===== src/rtl/branch_resolve_unit.sv =====
// Resolves branch/jump outcome for the instruction leaving EX and sequences
// a one-cycle PC redirect followed by a counted front-end flush.
module branch_resolve_unit #(
    parameter int FLUSH_CYCLES = 2,
    parameter int XLEN         = 32
) (
    input  logic            clk,
    input  logic            rst_n,
    input  logic            ex_valid_i,
    input  logic            ex_branch_i,
    input  logic            ex_jump_i,
    input  logic [2:0]      ex_funct3_i,
    input  logic [3:0]      alu_flags_i,
    input  logic [XLEN-1:0] ex_target_i,
    input  logic            stall_i,
    output logic            redirect_valid_o,
    output logic [XLEN-1:0] redirect_pc_o,
    output logic            flush_o,
    output logic            illegal_branch_o,
    output logic [31:0]     taken_count_o
);

    typedef enum logic [1:0] {
        IDLE     = 2'd0,
        REDIRECT = 2'd1,
        FLUSH    = 2'd2
    } state_t;

    localparam logic [3:0] FLUSH_LOAD = 4'(FLUSH_CYCLES - 1);

    state_t            r_state;
    logic [3:0]        r_flush_cnt;
    logic              r_redirect_valid;
    logic              r_flush;
    logic              r_illegal;
    logic [XLEN-1:0]   r_redirect_pc;
    logic [31:0]       r_taken_count;

    logic w_zero;
    logic w_neg;
    logic w_carry;
    logic w_ovf;
    logic w_cond;
    logic w_f3_illegal;
    logic w_sample;
    logic w_take;
    logic w_illegal;

    assign w_zero  = alu_flags_i[0];
    assign w_neg   = alu_flags_i[1];
    assign w_carry = alu_flags_i[2];
    assign w_ovf   = alu_flags_i[3];

    // Carry is the borrow of a-b, so it directly means a < b unsigned.
    always_comb begin
        w_cond       = 1'b0;
        w_f3_illegal = 1'b0;
        case (ex_funct3_i)
            3'b000:         w_cond = w_zero;
            3'b001:         w_cond = ~w_zero;
            3'b100:         w_cond = w_neg ^ w_ovf;
            3'b101:         w_cond = ~(w_neg ^ w_ovf);
            3'b110:         w_cond = w_carry;
            3'b111:         w_cond = ~w_carry;
            3'b010, 3'b011: w_f3_illegal = 1'b1;
            default:        w_cond = 1'b0;
        endcase
    end

    assign w_sample  = ex_valid_i & ~stall_i & (r_state == IDLE);
    assign w_take    = w_sample & (ex_jump_i | (ex_branch_i & w_cond));
    assign w_illegal = w_sample & ~ex_jump_i & ex_branch_i & w_f3_illegal;

    always_ff @(posedge clk or negedge rst_n) begin
        if (!rst_n) begin
            r_state          <= IDLE;
            r_flush_cnt      <= 4'd0;
            r_redirect_valid <= 1'b0;
            r_flush          <= 1'b0;
            r_illegal        <= 1'b0;
            r_redirect_pc    <= '0;
            r_taken_count    <= 32'd0;
        end else begin
            r_illegal <= w_illegal;
            if (!stall_i) begin
                case (r_state)
                    IDLE: begin
                        if (w_take) begin
                            r_state          <= REDIRECT;
                            r_redirect_valid <= 1'b1;
                            r_flush          <= 1'b1;
                            r_redirect_pc    <= ex_target_i;
                            r_flush_cnt      <= FLUSH_LOAD;
                            if (r_taken_count != 32'hFFFF_FFFF)
                                r_taken_count <= r_taken_count + 32'd1;
                        end
                    end
                    REDIRECT: begin
                        r_redirect_valid <= 1'b0;
                        if (r_flush_cnt != 4'd0) begin
                            r_state <= FLUSH;
                        end else begin
                            r_state <= IDLE;
                            r_flush <= 1'b0;
                        end
                    end
                    FLUSH: begin
                        r_flush_cnt <= r_flush_cnt - 4'd1;
                        if (r_flush_cnt <= 4'd1) begin
                            r_state     <= IDLE;
                            r_flush     <= 1'b0;
                            r_flush_cnt <= 4'd0;
                        end
                    end
                    default: begin
                        r_state          <= IDLE;
                        r_redirect_valid <= 1'b0;
                        r_flush          <= 1'b0;
                    end
                endcase
            end
        end
    end

    assign redirect_valid_o = r_redirect_valid;
    assign redirect_pc_o    = r_redirect_pc;
    assign flush_o          = r_flush;
    assign illegal_branch_o = r_illegal;
    assign taken_count_o    = r_taken_count;

endmodule

===== config.mk =====
export PLATFORM = sky130hd
export DESIGN_NAME = branch_resolve_unit
export DESIGN_NICKNAME = d
export VERILOG_FILES = /design/src/rtl/branch_resolve_unit.sv
export SDC_FILE = /design/constraint.sdc
export NUM_CORES = 1
export LEC_CHECK = 0
export ABC_AREA = 1
export CAP_MARGIN = 0
export CORE_MARGIN = 1.5
export CORE_UTILIZATION = 50
export CTS_BUF_LIST = sky130_fd_sc_hd__clkbuf_8
export DETAILED_ROUTE_END_ITERATION = 16
export GPL_TIMING_DRIVEN = 0
export PLACE_DENSITY = 0.86
export SKIP_LAST_GASP = 1
export SLEW_MARGIN = 20
export SYNTH_ARGS = -nofsm -noshare
export SYNTH_HDL_FRONTEND = slang
export SYNTH_SLANG_ARGS = --single-unit

===== constraint.sdc =====
create_clock -name clk -period 4.2 [get_ports clk]
set_clock_uncertainty 0.1 [all_clocks]
set_input_delay 0.63 -clock clk [delete_from_list [all_inputs] [get_ports clk]]
set_output_delay 0.63 -clock clk [all_outputs]
set_load 0.01 [all_outputs]

## Yosys cells after proc, flatten, opt, wreduce, memory -nomap -nowiden

Cells that the tools add are included.

| storage, ports and cells | value |
|---|---|
| flip-flop bits (word level) | 73 |
| latch bits | 0 |
| RAM bits | 0 |
| memory bits (read-only) | 0 |
| bits of input ports | 45 |
| word-level logic and storage cells | 63 |
| memories | 0 |

| operators by class | value |
|---|---|
| add/subtract/negate cells | 2 |
| multipliers | 0 |
| divide/modulo/power cells | 0 |
| magnitude comparators | 1 |
| equality and inequality tests | 13 |
| shift operators | 0 |
| mux-type cells | 14 |
| bitwise operators | 15 |
| reductions and logical operators | 11 |

Operators with widths:

| cell | number |
|---|---|
| adder 32 x 1 -> 32 bit, second input constant | 1 |
| != test 32 bit, second input constant | 1 |
| equality test 3 bit, second input constant | 4 |
| AND reduction 3 bit | 4 |
| two-way mux 4 bit | 2 |
| one-hot mux 4 bit (2 select lines) | 1 |
| AND reduction 4 bit | 2 |
| bitwise AND 1 bit | 7 |
| equality test 3 x 2 -> 1 bit, second input constant | 2 |
| two-way mux 2 bit | 3 |
| != test 2 bit, second input constant | 3 |
| NOT 1 bit | 6 |
| one-hot mux 1 bit (6 select lines) | 1 |
| one-hot mux 2 bit (3 select lines) | 1 |
| <= comparator 4 x 1 -> 1 bit, second input constant | 1 |
| two-way mux 1 bit | 4 |
| nonzero test 4 bit | 1 |
| subtractor 4 x 1 -> 4 bit, second input constant | 1 |
| equality test 3 x 1 -> 1 bit, second input constant | 1 |
| logical NOT 3 bit | 1 |
| one-hot mux 1 bit (3 select lines) | 1 |
| equality test 2 x 1 -> 1 bit, second input constant | 1 |
| equality test 2 bit, second input constant | 1 |
| logical NOT 2 bit | 1 |
| 5 further kinds | 5 |

## Depth between registers and ports, before layout

| logic depth | value |
|---|---|
| depth after elaboration | 8 |
| gate-level depth with buffers | 14 |

## Least setup slack after synthesis

OpenSTA, ideal clock, no wires.

| path | value |
|---|---|
| path type | input port to flip-flop |
| start | input port ex_funct3_i[0] |
| end | register r_flush_cnt[2] |
| setup time | 0.117 ns |
| arrival time | 1.598 ns |
| required time | 3.983 ns |
| path slack | 2.385 ns |
| cell stages on the path | 13 |
| buffers on the path | 1 |
| path through | nor2_1 > nand2_1 > nand3_1 > nand2_1 > inv_1 > nand2_1 > nand2_1 > nand2_1 > buf_2 > nand2_1 > nand2_1 > nand2_1 > nand2_1 |

| between the ends | value |
|---|---|
| cells in the longest elaborated chain, start to end | 7 |
| elaborated cells on any way between the ends | 12 |
| those cells by class | eq/ne (6); mux (1); bitwise (3); reduce/logical (2) |

Ends and longest elaborated chain:

| what | RTL line | text |
|---|---|---|
| start: declaration | 12 | `input logic [2:0] ex_funct3_i,` |
| equality test 3 bit (tied with other cells) | 58 | `case (ex_funct3_i)` |
| one-hot mux 1 bit (6 select lines) * | 58 |  |
| bitwise AND 1 bit * | 71 | `assign w_take = w_sample & (ex_jump_i \| (ex_branch_i & w_cond));` |
| OR 1 bit * | 71 |  |
| bitwise AND 1 bit * | 71 |  |
| != test 2 bit (no source line) * | -- |  |
| AND reduction 3 bit (no source line) * | -- |  |
| end signal: assignment | 108 | `r_flush_cnt <= r_flush_cnt - 4'd1;` |
| end: declaration | 32 | `logic [3:0] r_flush_cnt;` |

Mark *: on every way between the ends. The rest lies on a longest branch, timed or not.
A chain may end at the register's enable or synchronous reset.

## Worst setup path in the final report

| path | value |
|---|---|
| start | input port ex_funct3_i[0] |
| end | register r_taken_count[17] (netlist: taken_count_o[17]) |

| between the ends | value |
|---|---|
| cells in the longest elaborated chain, start to end | 6 |
| elaborated cells on any way between the ends | 11 |
| those cells by class | eq/ne (5); mux (1); bitwise (3); reduce/logical (2) |

Ends and longest elaborated chain:

| what | RTL line | text |
|---|---|---|
| equality test 3 bit (tied with other cells) | 58 |  |
| one-hot mux 1 bit (6 select lines) * | 58 |  |
| bitwise AND 1 bit * | 71 |  |
| OR 1 bit * | 71 |  |
| bitwise AND 1 bit * | 71 |  |
| AND reduction 4 bit (no source line) * | -- |  |
| end signal: assignment | 95 | `r_taken_count <= r_taken_count + 32'd1;` |
| end: declaration | 37 | `logic [31:0] r_taken_count;` |

Marks and branches as above.

==> run_summary.xml <==
<?xml version="1.0" encoding="UTF-8"?>
<metrics>
  <group name="pwr">
    <metric name="power_per_cell_area" unit="mW/mm^2">464</metric>
    <metric name="post-layout-total-power" unit="mW">2.50</metric>
    <metric name="power_leakage" unit="nW">2.69</metric>
    <metric name="irDropWorstVdd" unit="uV">242</metric>
  </group>
  <group name="global_route">
    <metric name="grt_util_all_layers" unit="%">26.3</metric>
    <metric name="gr-total-overflow" unit="">0</metric>
    <metric name="via_count_of_the_first_global_routing_pass" unit="">3782</metric>
    <metric name="antenna_found_initial" unit="">0</metric>
    <metric name="largest_net_degree_at_the_start_of_global_routing" unit="">53</metric>
    <metric name="grt_first_pass_wirelength" unit="um">17700</metric>
  </group>
  <group name="clock_network">
    <metric name="cts_resized" unit="">0</metric>
    <metric name="cts.root.buffer_cell" unit="">sky130_fd_sc_hd__clkbuf_8</metric>
    <metric name="htree_levels" unit="">3</metric>
    <metric name="tritoncts_clock_tree" unit="">done</metric>
    <metric name="post-cts-setup-buffer-count" unit="">0</metric>
    <metric name="clkSinkCount" unit="">73</metric>
    <metric name="postCtsHoldBufs" unit="">0</metric>
    <metric name="clk-insertion-delay-late" unit="ns">0.35</metric>
    <metric name="cts_buffers" unit="">9</metric>
    <metric name="cts.reportedPaths.clkPinSlew" unit="ns">0.08</metric>
    <metric name="cts-root-to-sink-buffers" unit="">2</metric>
  </group>
  <group name="routing">
    <metric name="initialDrtViolationCount" unit="">237</metric>
    <metric name="drc" unit="">0</metric>
    <metric name="routed_wire_length_per_instance" unit="um">13.8</metric>
    <metric name="via_count" unit="">3878</metric>
    <metric name="ant_nets" unit="">0</metric>
    <metric name="drt-pass1-iter-count" unit="">5</metric>
    <metric name="average_via_count_per_standard_cell" unit="">5.07</metric>
    <metric name="finalWirelength" unit="um">10600</metric>
  </group>
  <group name="timing">
    <metric name="maxSlewViolCount" unit="">0</metric>
    <metric name="achievable-frequency" unit="MHz">436</metric>
    <metric name="min_period_over_period" unit="%">54.6</metric>
    <metric name="max-slew-margin-rel" unit="%">54.7</metric>
    <metric name="hold_viol" unit="">0</metric>
    <metric name="setup-tns-final" unit="ns">0</metric>
    <metric name="tightestPinTransition" unit="ns">0.674</metric>
    <metric name="timing.final.crit_period" unit="ns">2.29</metric>
    <metric name="grt_setup_unrepaired" unit="">false</metric>
    <metric name="finalSetupViolations" unit="">0</metric>
    <metric name="postLayoutSetupSlackWorst" unit="ns">1.91</metric>
  </group>
  <group name="die">
    <metric name="chipWidth" unit="um">91.6</metric>
    <metric name="die_area" unit="sq mm">0.00840</metric>
    <metric name="core_region_area" unit="sq mm">0.00765</metric>
    <metric name="placementRows" unit="">32</metric>
    <metric name="io_pins" unit="">112</metric>
    <metric name="start_util" unit="%">51.4</metric>
    <metric name="dieHeight" unit="um">91.6</metric>
  </group>
  <group name="cells_and_area">
    <metric name="n_antenna_cell" unit="">0</metric>
    <metric name="layout.cells.non_filler" unit="">765</metric>
    <metric name="layout-drive-gt1-share" unit="%">6.49</metric>
    <metric name="layout.nets" unit="">707</metric>
    <metric name="fill_cells" unit="">659</metric>
    <metric name="area_growth_syn_to_layout" unit="%">37.4</metric>
  </group>
  <group name="critical_path">
    <metric name="startpoint_type" unit="">input pin</metric>
    <metric name="critical_path.max_fanout" unit="">10</metric>
    <metric name="regToRegSetupSlack" unit="ns">2.07</metric>
    <metric name="timing_worst_setup_path_type" unit="">input pin to flip-flop</metric>
    <metric name="worst_ep_required" unit="ns">4.39</metric>
    <metric name="endpoint_kind_of_the_worst_setup_timing_path" unit="">flip-flop</metric>
    <metric name="rr_worst_depth" unit="">10</metric>
    <metric name="crit-reg2reg-launch" unit="">taken_count_o[0]</metric>
    <metric name="crit_arrival" unit="ns">2.48</metric>
    <metric name="regToRegEndpoint" unit="">taken_count_o[24]</metric>
  </group>
  <group name="synth">
    <metric name="synth.yosys.warnings" unit="">0</metric>
    <metric name="postSynthNetCount" unit="">584</metric>
    <metric name="synthArstFlopShare" unit="%">100</metric>
    <metric name="synth_sequential_area_ratio" unit="%">46.5</metric>
    <metric name="synth_top_cells_by_count" unit="">258 x sky130_fd_sc_hd__nand2_1, 73 x sky130_fd_sc_hd__dfrtp_1, 50 x sky130_fd_sc_hd__nand3_1</metric>
    <metric name="syn-mean-instance-area" unit="sq um">7.34</metric>
    <metric name="synth_top_area_cell" unit="">sky130_fd_sc_hd__dfrtp_1</metric>
    <metric name="post_synth_instance_area" unit="sq mm">0.00393</metric>
    <metric name="synth_edf_count" unit="">0</metric>
    <metric name="post_synth_num_cell_types" unit="">23</metric>
    <metric name="dominantRegCellSynth" unit="">sky130_fd_sc_hd__dfrtp_1</metric>
    <metric name="synth_largest_type_area_fraction" unit="%">46.5</metric>
    <metric name="yosys.cell_count.top_type" unit="">sky130_fd_sc_hd__nand2_1</metric>
    <metric name="synth.area.top_cells" unit="">sky130_fd_sc_hd__dfrtp_1 47%, sky130_fd_sc_hd__nand2_1 25%, sky130_fd_sc_hd__nand3_1 6.4%</metric>
    <metric name="synth.ff_latch_count" unit="">73</metric>
    <metric name="syn-instance-count" unit="">535</metric>
  </group>
  <group name="place">
    <metric name="dp_cells" unit="">749</metric>
    <metric name="gpl.final_weighted_congestion" unit="">0.921</metric>
    <metric name="numPortBuffers" unit="">111</metric>
    <metric name="place_worst_setup_slack" unit="ns">1.58</metric>
    <metric name="post-dp-hpwl" unit="um">7960</metric>
  </group>
  <group name="outcome">
    <metric name="outcome" unit="">completed</metric>
  </group>
  <group name="hold_path">
    <metric name="hp-class" unit="">input pin to async pin</metric>
  </group>
  <group name="run">
    <metric name="cap_violations" unit="">0</metric>
  </group>
</metrics>
-- worst max-delay path, cell delays in order --
cell and delay (ns):
sky130_fd_sc_hd__clkdlybuf4s50_1 0.53, sky130_fd_sc_hd__inv_1 0.07, sky130_fd_sc_hd__nor2_1 0.10, sky130_fd_sc_hd__nand3_1 0.08, sky130_fd_sc_hd__nand2_1 0.06, sky130_fd_sc_hd__inv_1 0.03, sky130_fd_sc_hd__nand2_1 0.04, sky130_fd_sc_hd__nand2_1 0.04
sky130_fd_sc_hd__nand2_1 0.05, sky130_fd_sc_hd__nand2_1 0.06, sky130_fd_sc_hd__inv_2 0.08, sky130_fd_sc_hd__buf_2 0.23, sky130_fd_sc_hd__buf_2 0.26, sky130_fd_sc_hd__nand3_1 0.12, sky130_fd_sc_hd__nand2_1 0.08
-- how the worst max path moves through the flow --
stage                         from                 to  cells after the start
floorplan           ex_funct3_i[0]     r_flush_cnt[2]                     13
global placement             rst_n  redirect_pc_o[27]                      1
detailed placement  ex_funct3_i[1]  taken_count_o[17]                     14
CTS                 ex_funct3_i[1]  taken_count_o[17]                     14
global route        ex_funct3_i[0]  taken_count_o[17]                     15
finish              ex_funct3_i[0]  taken_count_o[17]                     15
-- cells by family after synthesis --
logic type | share of synthesized area [%]
XOR/XNOR | 5.80
AND/OR/NAND/NOR | 40.1
buffers and inverters | 5.51
AO/OA/AOI/OAI | 0.828
flip-flops | 46.5
adder cells (fa/ha/maj) | 1.27
-- layout by cell type (no fill, tap or decap), drive strengths merged --
| master | n |
|---|---|
| nor3 | 11 |
| nor4 | 2 |
| nand2 | 259 |
| nand3b | 5 |
| nand3 | 51 |
| nand4 | 5 |
| buf | 19 |
| nor3b | 1 |
| ha | 4 |
| a21boi | 1 |
| xor2 | 18 |
| o21ai | 5 |
| bufinv | 1 |
| clkbuf | 10 |
| nor2 | 45 |
| inv | 33 |
| dfrtp | 73 |
| xnor2 | 8 |
| clkinvlp | 2 |
| clkdlybuf4s50 | 110 |
-- state kept, by name, indices dropped and copies added (netlist names) --
signal            cells
redirect_valid_o      1
taken_count_o        32
illegal_branch_o      1
r_state               2
r_flush_cnt           4
flush_o               1
redirect_pc_o        32
-- per-layer routing --
| metal | GRT usage, % | part of all wire (%) | vias up |
|---|---|---|---|
| li1 | - | - | 1913 |
| met1 | 35.4 | 45 | 1832 |
| met2 | 44.5 | 48 | 124 |
| met3 | 3.65 | 5.4 | 9 |
| met4 | 7.29 | 0.96 | 0 |
| met5 | 0 | 0 | - |
-- per-stage QoR --
stage	instance area [sq um]	utilization (%)	hold slack [ns]
CTS	5400	70.5	0.0734
finish	5400	70.5	0.0654
floorplan	3930	-	0.234
global route	5400	70.5	0.0812
detailed placement	5190	67.9	0.366
global placement	5170	67.6	0.355
-- where the power goes --
part	total, mW	switching (mW)	internal [mW]	leakage, nW
Sequential	1.01	0.123	0.891	0.959
Combinational	0.915	0.442	0.473	1.63
Clock	0.572	0.280	0.293	0.101
Total	2.50	0.844	1.66	2.69
-- area by class of cell --
cell class | count | area (sq um) | share of cell area, %
multi-input combinational | 415 | 1880 | 34.9
sequential | 73 | 1830 | 33.9
timing repair buffer | 112 | 1140 | 21.1
clock buffer | 10 | 138 | 2.55
tap | 102 | 128 | 2.37
inverter | 30 | 113 | 2.09
buffer | 17 | 104 | 1.92
clock inverter | 6 | 66.3 | 1.23
Power figures use the tool's default switching activity.
